## config.mk

```make
export PLATFORM = sky130hd
export DESIGN_NAME = snake_engine
export DESIGN_NICKNAME = d
export VERILOG_FILES = /design/src/rtl/snake_pkg.sv /design/src/rtl/snake_lfsr.sv /design/src/rtl/snake_engine.sv
export SDC_FILE = /design/constraint.sdc
export NUM_CORES = 1
export LEC_CHECK = 0
export BUFFER_PORTS_ARGS = -buffer_cell sky130_fd_sc_hd__clkbuf_2
export CORE_MARGIN = 3
export CORE_UTILIZATION = 25
export DETAILED_ROUTE_END_ITERATION = 12
export HOLD_SLACK_MARGIN = 0.02
export PLACE_DENSITY = 0.43
export SLEW_MARGIN = 40
export SYNTH_ARGS = -nofsm -noshare
export SYNTH_HDL_FRONTEND = slang
export SYNTH_SLANG_ARGS = --single-unit
export TNS_END_PERCENT = 10
```

## constraint.sdc

```tcl
create_clock -name game_clk -period 6.14 [get_ports game_clk]
set_clock_uncertainty 0.05 [all_clocks]
set_input_delay 0 -clock game_clk [delete_from_list [all_inputs] [get_ports game_clk]]
set_output_delay 0 -clock game_clk [all_outputs]
set_load 0.02 [all_outputs]
```

## src/rtl/snake_pkg.sv

```systemverilog
// Shared types and constants for the snake game core and its neighbours.
package snake_pkg;

    typedef enum logic [1:0] {
        DIR_UP    = 2'd0,
        DIR_DOWN  = 2'd1,
        DIR_LEFT  = 2'd2,
        DIR_RIGHT = 2'd3
    } dir_t;

    typedef enum logic [1:0] {
        ST_RUN  = 2'd0,
        ST_FOOD = 2'd1,
        ST_OVER = 2'd2,
        ST_WIN  = 2'd3
    } state_t;

    // NEC codes the upstream IR decoder maps onto dir_t.
    localparam logic [31:0] IR_UP    = 32'h20DF6A95;
    localparam logic [31:0] IR_DOWN  = 32'h20DFEA15;
    localparam logic [31:0] IR_LEFT  = 32'h20DF1AE5;
    localparam logic [31:0] IR_RIGHT = 32'h20DF9A65;

    localparam logic [15:0] LFSR_TAPS = 16'hB400;

    function automatic dir_t opposite(input dir_t d);
        case (d)
            DIR_UP:   return DIR_DOWN;
            DIR_DOWN: return DIR_UP;
            DIR_LEFT: return DIR_RIGHT;
            default:  return DIR_LEFT;
        endcase
    endfunction

endpackage

```

## src/rtl/snake_lfsr.sv

```systemverilog
// 16-bit Galois LFSR used as the food-placement random source.
module snake_lfsr
    import snake_pkg::*;
#(
    parameter logic [15:0] SEED = 16'hACE1
) (
    input  logic        game_clk,
    input  logic        reset_n,
    input  logic        en,
    output logic [15:0] q
);

    logic [15:0] lfsr_q;
    logic [15:0] lfsr_d;

    always_comb begin
        lfsr_d = lfsr_q;
        if (en) begin
            lfsr_d = {1'b0, lfsr_q[15:1]} ^ (lfsr_q[0] ? LFSR_TAPS : 16'h0000);
        end
    end

    always_ff @(posedge game_clk) begin
        if (!reset_n) begin
            lfsr_q <= SEED;
        end else begin
            lfsr_q <= lfsr_d;
        end
    end

    assign q = lfsr_q;

endmodule

```

## src/rtl/snake_engine.sv

```systemverilog
// Snake game core: circular body buffer, occupancy bitmap, LFSR food search.
// step is a fire-and-forget pulse: it is consumed only while busy=0 and no
// terminal flag is set; otherwise it is silently dropped.
module snake_engine
    import snake_pkg::*;
#(
    parameter int          GRID_W    = 16,
    parameter int          GRID_H    = 16,
    parameter int          MAX_LEN   = 64,
    parameter int          WRAP      = 0,
    parameter logic [15:0] LFSR_SEED = 16'hACE1,
    parameter int          FOOD_INIT = 138,
    localparam int         CELLS     = GRID_W * GRID_H,
    localparam int         POS_W     = $clog2(CELLS),
    localparam int         LEN_W     = $clog2(MAX_LEN + 1)
) (
    input  logic             game_clk,
    input  logic             reset_n,
    input  logic             step,
    input  logic             dir_valid,
    input  logic [1:0]       dir,
    output logic [CELLS-1:0] grid,
    output logic [POS_W-1:0] head_pos,
    output logic [POS_W-1:0] food_pos,
    output logic [LEN_W-1:0] length,
    output logic             busy,
    output logic             game_over,
    output logic             win,
    output state_t           dbg_state
);

    localparam int COL_W     = $clog2(GRID_W);
    localparam int ROW_W     = $clog2(GRID_H);
    localparam int IDX_W     = (MAX_LEN > 1) ? $clog2(MAX_LEN) : 1;
    localparam int ROW_INIT  = GRID_H / 2;
    localparam int COL_INIT  = GRID_W / 2;
    localparam int HEAD_INIT = ROW_INIT * GRID_W + COL_INIT;
    localparam logic [CELLS-1:0] ONE = {{(CELLS-1){1'b0}}, 1'b1};

    state_t            state_q, state_d;
    logic [ROW_W-1:0]  row_q, row_d;
    logic [COL_W-1:0]  col_q, col_d;
    logic [POS_W-1:0]  head_q, head_d;
    logic [POS_W-1:0]  food_q, food_d;
    logic [LEN_W-1:0]  len_q, len_d;
    logic [IDX_W-1:0]  hidx_q, hidx_d;
    logic [IDX_W-1:0]  tidx_q, tidx_d;
    logic [CELLS-1:0]  occ_q, occ_d;
    dir_t              cur_q, cur_d;
    dir_t              pend_q, pend_d;
    logic [POS_W-1:0]  body_q [MAX_LEN];
    logic              push;

    logic [ROW_W-1:0]  nxt_row;
    logic [COL_W-1:0]  nxt_col;
    logic              off_grid;
    logic [POS_W-1:0]  nxt_pos;
    logic [POS_W-1:0]  tail_pos;
    logic              eat;
    logic              hit_self;
    logic [15:0]       lfsr_q;
    logic [POS_W-1:0]  cand;
    logic              cand_ok;
    logic              unused_lfsr;

    function automatic logic [IDX_W-1:0] inc_idx(input logic [IDX_W-1:0] i);
        return (i == IDX_W'(MAX_LEN - 1)) ? '0 : i + IDX_W'(1);
    endfunction

    snake_lfsr #(.SEED(LFSR_SEED)) u_lfsr (
        .game_clk (game_clk),
        .reset_n  (reset_n),
        .en       (1'b1),
        .q        (lfsr_q)
    );

    // Next head cell; on a wall with WRAP=0 the coordinates are don't-care.
    always_comb begin
        nxt_row  = row_q;
        nxt_col  = col_q;
        off_grid = 1'b0;
        case (pend_q)
            DIR_UP: begin
                if (row_q == '0) begin
                    off_grid = (WRAP == 0);
                    nxt_row  = ROW_W'(GRID_H - 1);
                end else begin
                    nxt_row = row_q - ROW_W'(1);
                end
            end
            DIR_DOWN: begin
                if (row_q == ROW_W'(GRID_H - 1)) begin
                    off_grid = (WRAP == 0);
                    nxt_row  = '0;
                end else begin
                    nxt_row = row_q + ROW_W'(1);
                end
            end
            DIR_LEFT: begin
                if (col_q == '0) begin
                    off_grid = (WRAP == 0);
                    nxt_col  = COL_W'(GRID_W - 1);
                end else begin
                    nxt_col = col_q - COL_W'(1);
                end
            end
            default: begin
                if (col_q == COL_W'(GRID_W - 1)) begin
                    off_grid = (WRAP == 0);
                    nxt_col  = '0;
                end else begin
                    nxt_col = col_q + COL_W'(1);
                end
            end
        endcase
    end

    assign nxt_pos     = POS_W'(32'(nxt_row) * GRID_W + 32'(nxt_col));
    assign tail_pos    = body_q[tidx_q];
    assign eat         = (nxt_pos == food_q);
    // The tail cell is free to enter unless eating keeps the tail in place.
    assign hit_self    = occ_q[nxt_pos] && !((nxt_pos == tail_pos) && !eat);
    assign cand        = lfsr_q[POS_W-1:0];
    assign cand_ok     = (32'(cand) < CELLS) && !occ_q[cand];
    assign unused_lfsr = ^lfsr_q[15:POS_W];

    always_comb begin
        state_d = state_q;
        row_d   = row_q;
        col_d   = col_q;
        head_d  = head_q;
        food_d  = food_q;
        len_d   = len_q;
        hidx_d  = hidx_q;
        tidx_d  = tidx_q;
        occ_d   = occ_q;
        cur_d   = cur_q;
        pend_d  = pend_q;
        push    = 1'b0;

        if ((state_q == ST_RUN || state_q == ST_FOOD) && dir_valid &&
            !(len_q > LEN_W'(1) && dir_t'(dir) == opposite(cur_q))) begin
            pend_d = dir_t'(dir);
        end

        case (state_q)
            ST_RUN: begin
                if (step) begin
                    if (off_grid || hit_self) begin
                        state_d = ST_OVER;
                    end else begin
                        push   = 1'b1;
                        hidx_d = inc_idx(hidx_q);
                        row_d  = nxt_row;
                        col_d  = nxt_col;
                        head_d = nxt_pos;
                        cur_d  = pend_q;
                        if (!eat) begin
                            occ_d[tail_pos] = 1'b0;
                            tidx_d          = inc_idx(tidx_q);
                        end
                        occ_d[nxt_pos] = 1'b1;
                        if (eat) begin
                            len_d   = len_q + LEN_W'(1);
                            state_d = (len_q == LEN_W'(MAX_LEN - 1)) ? ST_WIN : ST_FOOD;
                        end
                    end
                end
            end
            ST_FOOD: begin
                if (cand_ok) begin
                    food_d  = cand;
                    state_d = ST_RUN;
                end
            end
            default: ;
        endcase
    end

    always_ff @(posedge game_clk) begin
        if (!reset_n) begin
            state_q <= ST_RUN;
            row_q   <= ROW_W'(ROW_INIT);
            col_q   <= COL_W'(COL_INIT);
            head_q  <= POS_W'(HEAD_INIT);
            food_q  <= POS_W'(FOOD_INIT);
            len_q   <= LEN_W'(1);
            hidx_q  <= '0;
            tidx_q  <= '0;
            occ_q   <= ONE << HEAD_INIT;
            cur_q   <= DIR_RIGHT;
            pend_q  <= DIR_RIGHT;
        end else begin
            state_q <= state_d;
            row_q   <= row_d;
            col_q   <= col_d;
            head_q  <= head_d;
            food_q  <= food_d;
            len_q   <= len_d;
            hidx_q  <= hidx_d;
            tidx_q  <= tidx_d;
            occ_q   <= occ_d;
            cur_q   <= cur_d;
            pend_q  <= pend_d;
        end
    end

    always_ff @(posedge game_clk) begin
        if (!reset_n) begin
            body_q[0] <= POS_W'(HEAD_INIT);
        end else if (push) begin
            body_q[hidx_d] <= nxt_pos;
        end
    end

    assign grid      = occ_q | (ONE << food_q);
    assign head_pos  = head_q;
    assign food_pos  = food_q;
    assign length    = len_q;
    assign busy      = (state_q == ST_FOOD);
    assign game_over = (state_q == ST_OVER);
    assign win       = (state_q == ST_WIN);
    assign dbg_state = state_q;

endmodule

```

==> impl_metrics.tcl <==
set metrics [dict create \
    drt_iter0_drc 4312 \
    antenna_found_initial 5 \
    nets 3953 \
    hold_viol 0 \
    placed_cell_area_mm2 0.0471 \
    gp_congestion 0.966 \
    finalPower_mw 18.7 \
    initial_core_util_pct 25.3 \
    worstHoldPathCells 3 \
    criticalPathCategory "register to register" \
    slew_viol_final 0 \
    path_clk_slew_ns 0.06 \
    rsz0062_at_grt "no" \
    coreArea_mm2 0.166 \
    fin_crit_sh_pct 91.5 \
    vias 35300 \
    status "complete, no violations" \
    arrival_ns 6.23 \
    slew_headroom_pct 36.4 \
    min_from "reset_n" \
    htree_levels 3 \
    crit_fanout 43 \
    clk_latency_ns 0.76 \
    grt_start_max_net_pins 108 \
    syn_avg_cell_area_um2 11.6 \
    synth_edf_count 512 \
    synth_cells 3619 \
    tightestPinTransition_ns 0.950 \
    routed_wirelength_mm 197 \
    dieHeight_um 416 \
    post_drt_wl_per_cell_um 31.6 \
    port_buffers 289 \
    fmax_mhz 178 \
    finalSetupViolations 0 \
    drv_cap 0 \
    ys_seq_elements 831 \
    ctsResizeCount 0 \
    synth.area.top_cells "edfxtp_1, dfxtp_1, mux4_2" \
    gr-total-overflow 0 \
    ys_types 91 \
    r2r-end "occ_q[55]$_SDFFE_PN0P_" \
    grt_pass1_wl_mm 273 \
    ioPinCount 290 \
    grt_pass1_vias 33700 \
    cts_buffers 97 \
    reg2reg_slack_ns 0.52 \
    firstDrtPassIters 6 \
    synthTopCellsByCount "edfxtp_1, nand2_1, dfxtp_1, a21o_1, nor2_1" \
    clockBufferDepth 3 \
    clock_sinks 831 \
    setup_tns_ns 0 \
    vias_per_cell 5.69 \
    clockRootBuffer "clkbuf_16" \
    yosysTopAreaCellShare_pct 36.6 \
    r2r_cells 17 \
    dieArea_mm2 0.173 \
    remaining_drc_errors 0 \
    crit_path_start_kind "register" \
    hold_class "input pin to register" \
    yosys_warnings 0 \
    synth_area_mm2 0.0420 \
    die_w_um 416 \
    fin_ws_ns 0.520 \
    yosysSeqAreaShare_pct 51.8 \
    areaGrowthSynthToFinish_pct 19.9 \
    grt_usage_pct 21.9 \
    peakVddDrop_mv 0.418 \
    ys.flop_type "edfxtp_1" \
    worstPathRequired_ns 6.75 \
    n_fill_cell 17000 \
    p_leak_nw 19.2 \
    async_reset_ff_share_pct 0 \
    ant_nets 0 \
    final_cell_area_mm2 0.0504 \
    dpl_worst_slack_ns 0.578 \
    dp_hpwl_mm 136 \
    r2r-start "col_q[0]$_SDFFE_PN0P_" \
    powerDensity_mw_per_mm2 371 \
    synth_fp_nets 3633 \
    drive_gt1_share_pct 26.8 \
    synth.most_common_cell "edfxtp_1" \
    cts_tree "done" \
    hold_end "length[0]$_SDFFE_PN1P_" \
    endpoint_kind "register" \
    synth_top_area_cell "edfxtp_1" \
    rows 149 \
    min_period_ns 5.62 \
]
==> cells by family after synthesis <==
group,count (synthesis),share of synthesized area (%)
mux,361,14.2
buf+inv,337,3.83
simple gates,1111,12.2
xor+xnor,30,0.721
flops,831,51.8
compound gates,941,17.1
fa+ha+maj,8,0.238
==> through the flow <==
step	hold WS (ns)	utilization, %	std cells
3_3_place_gp	0.222	28.3	6012
4_1_cts	0.149	30.3	6207
6_report	0.123	30.4	6210
3_5_place_dp	0.216	28.4	6019
2_1_floorplan	0.0785	-	3619
5_1_grt	0.110	30.4	6210
==> report_power, final <==
part	leakage (nW)	switching [mW]	internal, mW
registers	7.51	0.216	6.11
logic	10.1	4.77	1.77
clock network	1.54	2.53	3.33
total	19.2	7.51	11.2
==> final cells by class <==
class                      count  area, um2  share of cell area [%]
sequential                   831      21800                    43.2
multi-input combinational   2451      19000                    37.8
timing repair buffer         524       3520                    6.98
tap                         2189       2740                    5.43
clock buffer                 134       2690                    5.33
clock inverter                46        494                   0.981
inverter                      34        128                   0.253
antenna                        1       2.50                 0.00497
==> flip-flops by register name, summed over array words and instances, names as in the netlist, 3 cells and up, named ones only <==
name / flops
occ_q: 256
food_pos: 8
tidx_q: 6
hidx_q: 6
length: 7
col_q: 3
body_q: 512
u_lfsr.q: 16
row_q: 4
==> worst max-delay path, stage by stage (launching register included) <==
cell	delay (ns)
dfxtp_1	0.52
inv_1	0.12
ha_1	0.38
xnor2_4	0.16
buf_4	0.21
a21oi_4	0.68
buf_12	0.36
mux2i_1	0.24
mux2i_1	0.16
a32oi_1	0.23
o221ai_1	0.14
nor4_1	0.35
o21ai_1	0.13
buf_4	0.20
and3_4	0.26
nor2_4	0.36
buf_4	0.64
a32o_1	0.27
==> placed cells by master, fill, tap and decap left out, types with 12 or more instances in the layout <==
cell type and instances:
a21o_1 247, a21oi_1 33, a22oi_1 34, a31o_2 107
a31oi_1 95, a32o_1 85, and2_1 17, and3_1 44
buf_12 19, buf_4 202, clkbuf_1 26, clkbuf_16 98
clkbuf_2 288, clkinv_1 21, dfxtp_1 310, edfxtp_1 512
inv_1 30, mux2_2 16, mux2i_1 161, mux4_2 181
nand2_1 434, nand2b_1 29, nand3_1 171, nand4_1 28
nor2_1 188, nor2_2 21, nor2b_1 15, nor3_1 57
o211ai_1 12, o21ai_0 76, o21bai_1 33, o22ai_1 48
o32ai_1 46, or3_1 15, xnor2_1 22
==> worst max path at each step <==
stage	from	endpoint	depth (start not counted)
after floorplan	col_q[0]$_SDFFE_PN0P_	body_q[0][0]$_DFFE_PP_	18
after global placement	register	occ_q[117]$_SDFFE_PN0P_	13
after detailed placement	register	occ_q[55]$_SDFFE_PN0P_	13
after CTS	register	occ_q[55]$_SDFFE_PN0P_	13
after global routing	register	body_q[0][0]$_DFFE_PP_	13
final	col_q[0]$_SDFFE_PN0P_	occ_q[55]$_SDFFE_PN0P_	17
==> layer usage <==
layer / track usage (%) / share of wire (%) / up-vias / wire length (um)
met4: 10.8 / 5.6 / 2 / 11000
met1: 29.7 / 43 / 18300 / 83500
li1: - / - / 14800 / -
met5: 0 / 0.0061 / - / 12
met2: 33.5 / 44 / 1834 / 87300
met3: 3.96 / 7.5 / 441 / 14600
==> repair_timing <==
item,CTS,global route
hold endpoints to repair,88,0
setup buffers,0,0
hold buffers,8,0
Note: power is estimated with default switching activity, not from simulation.
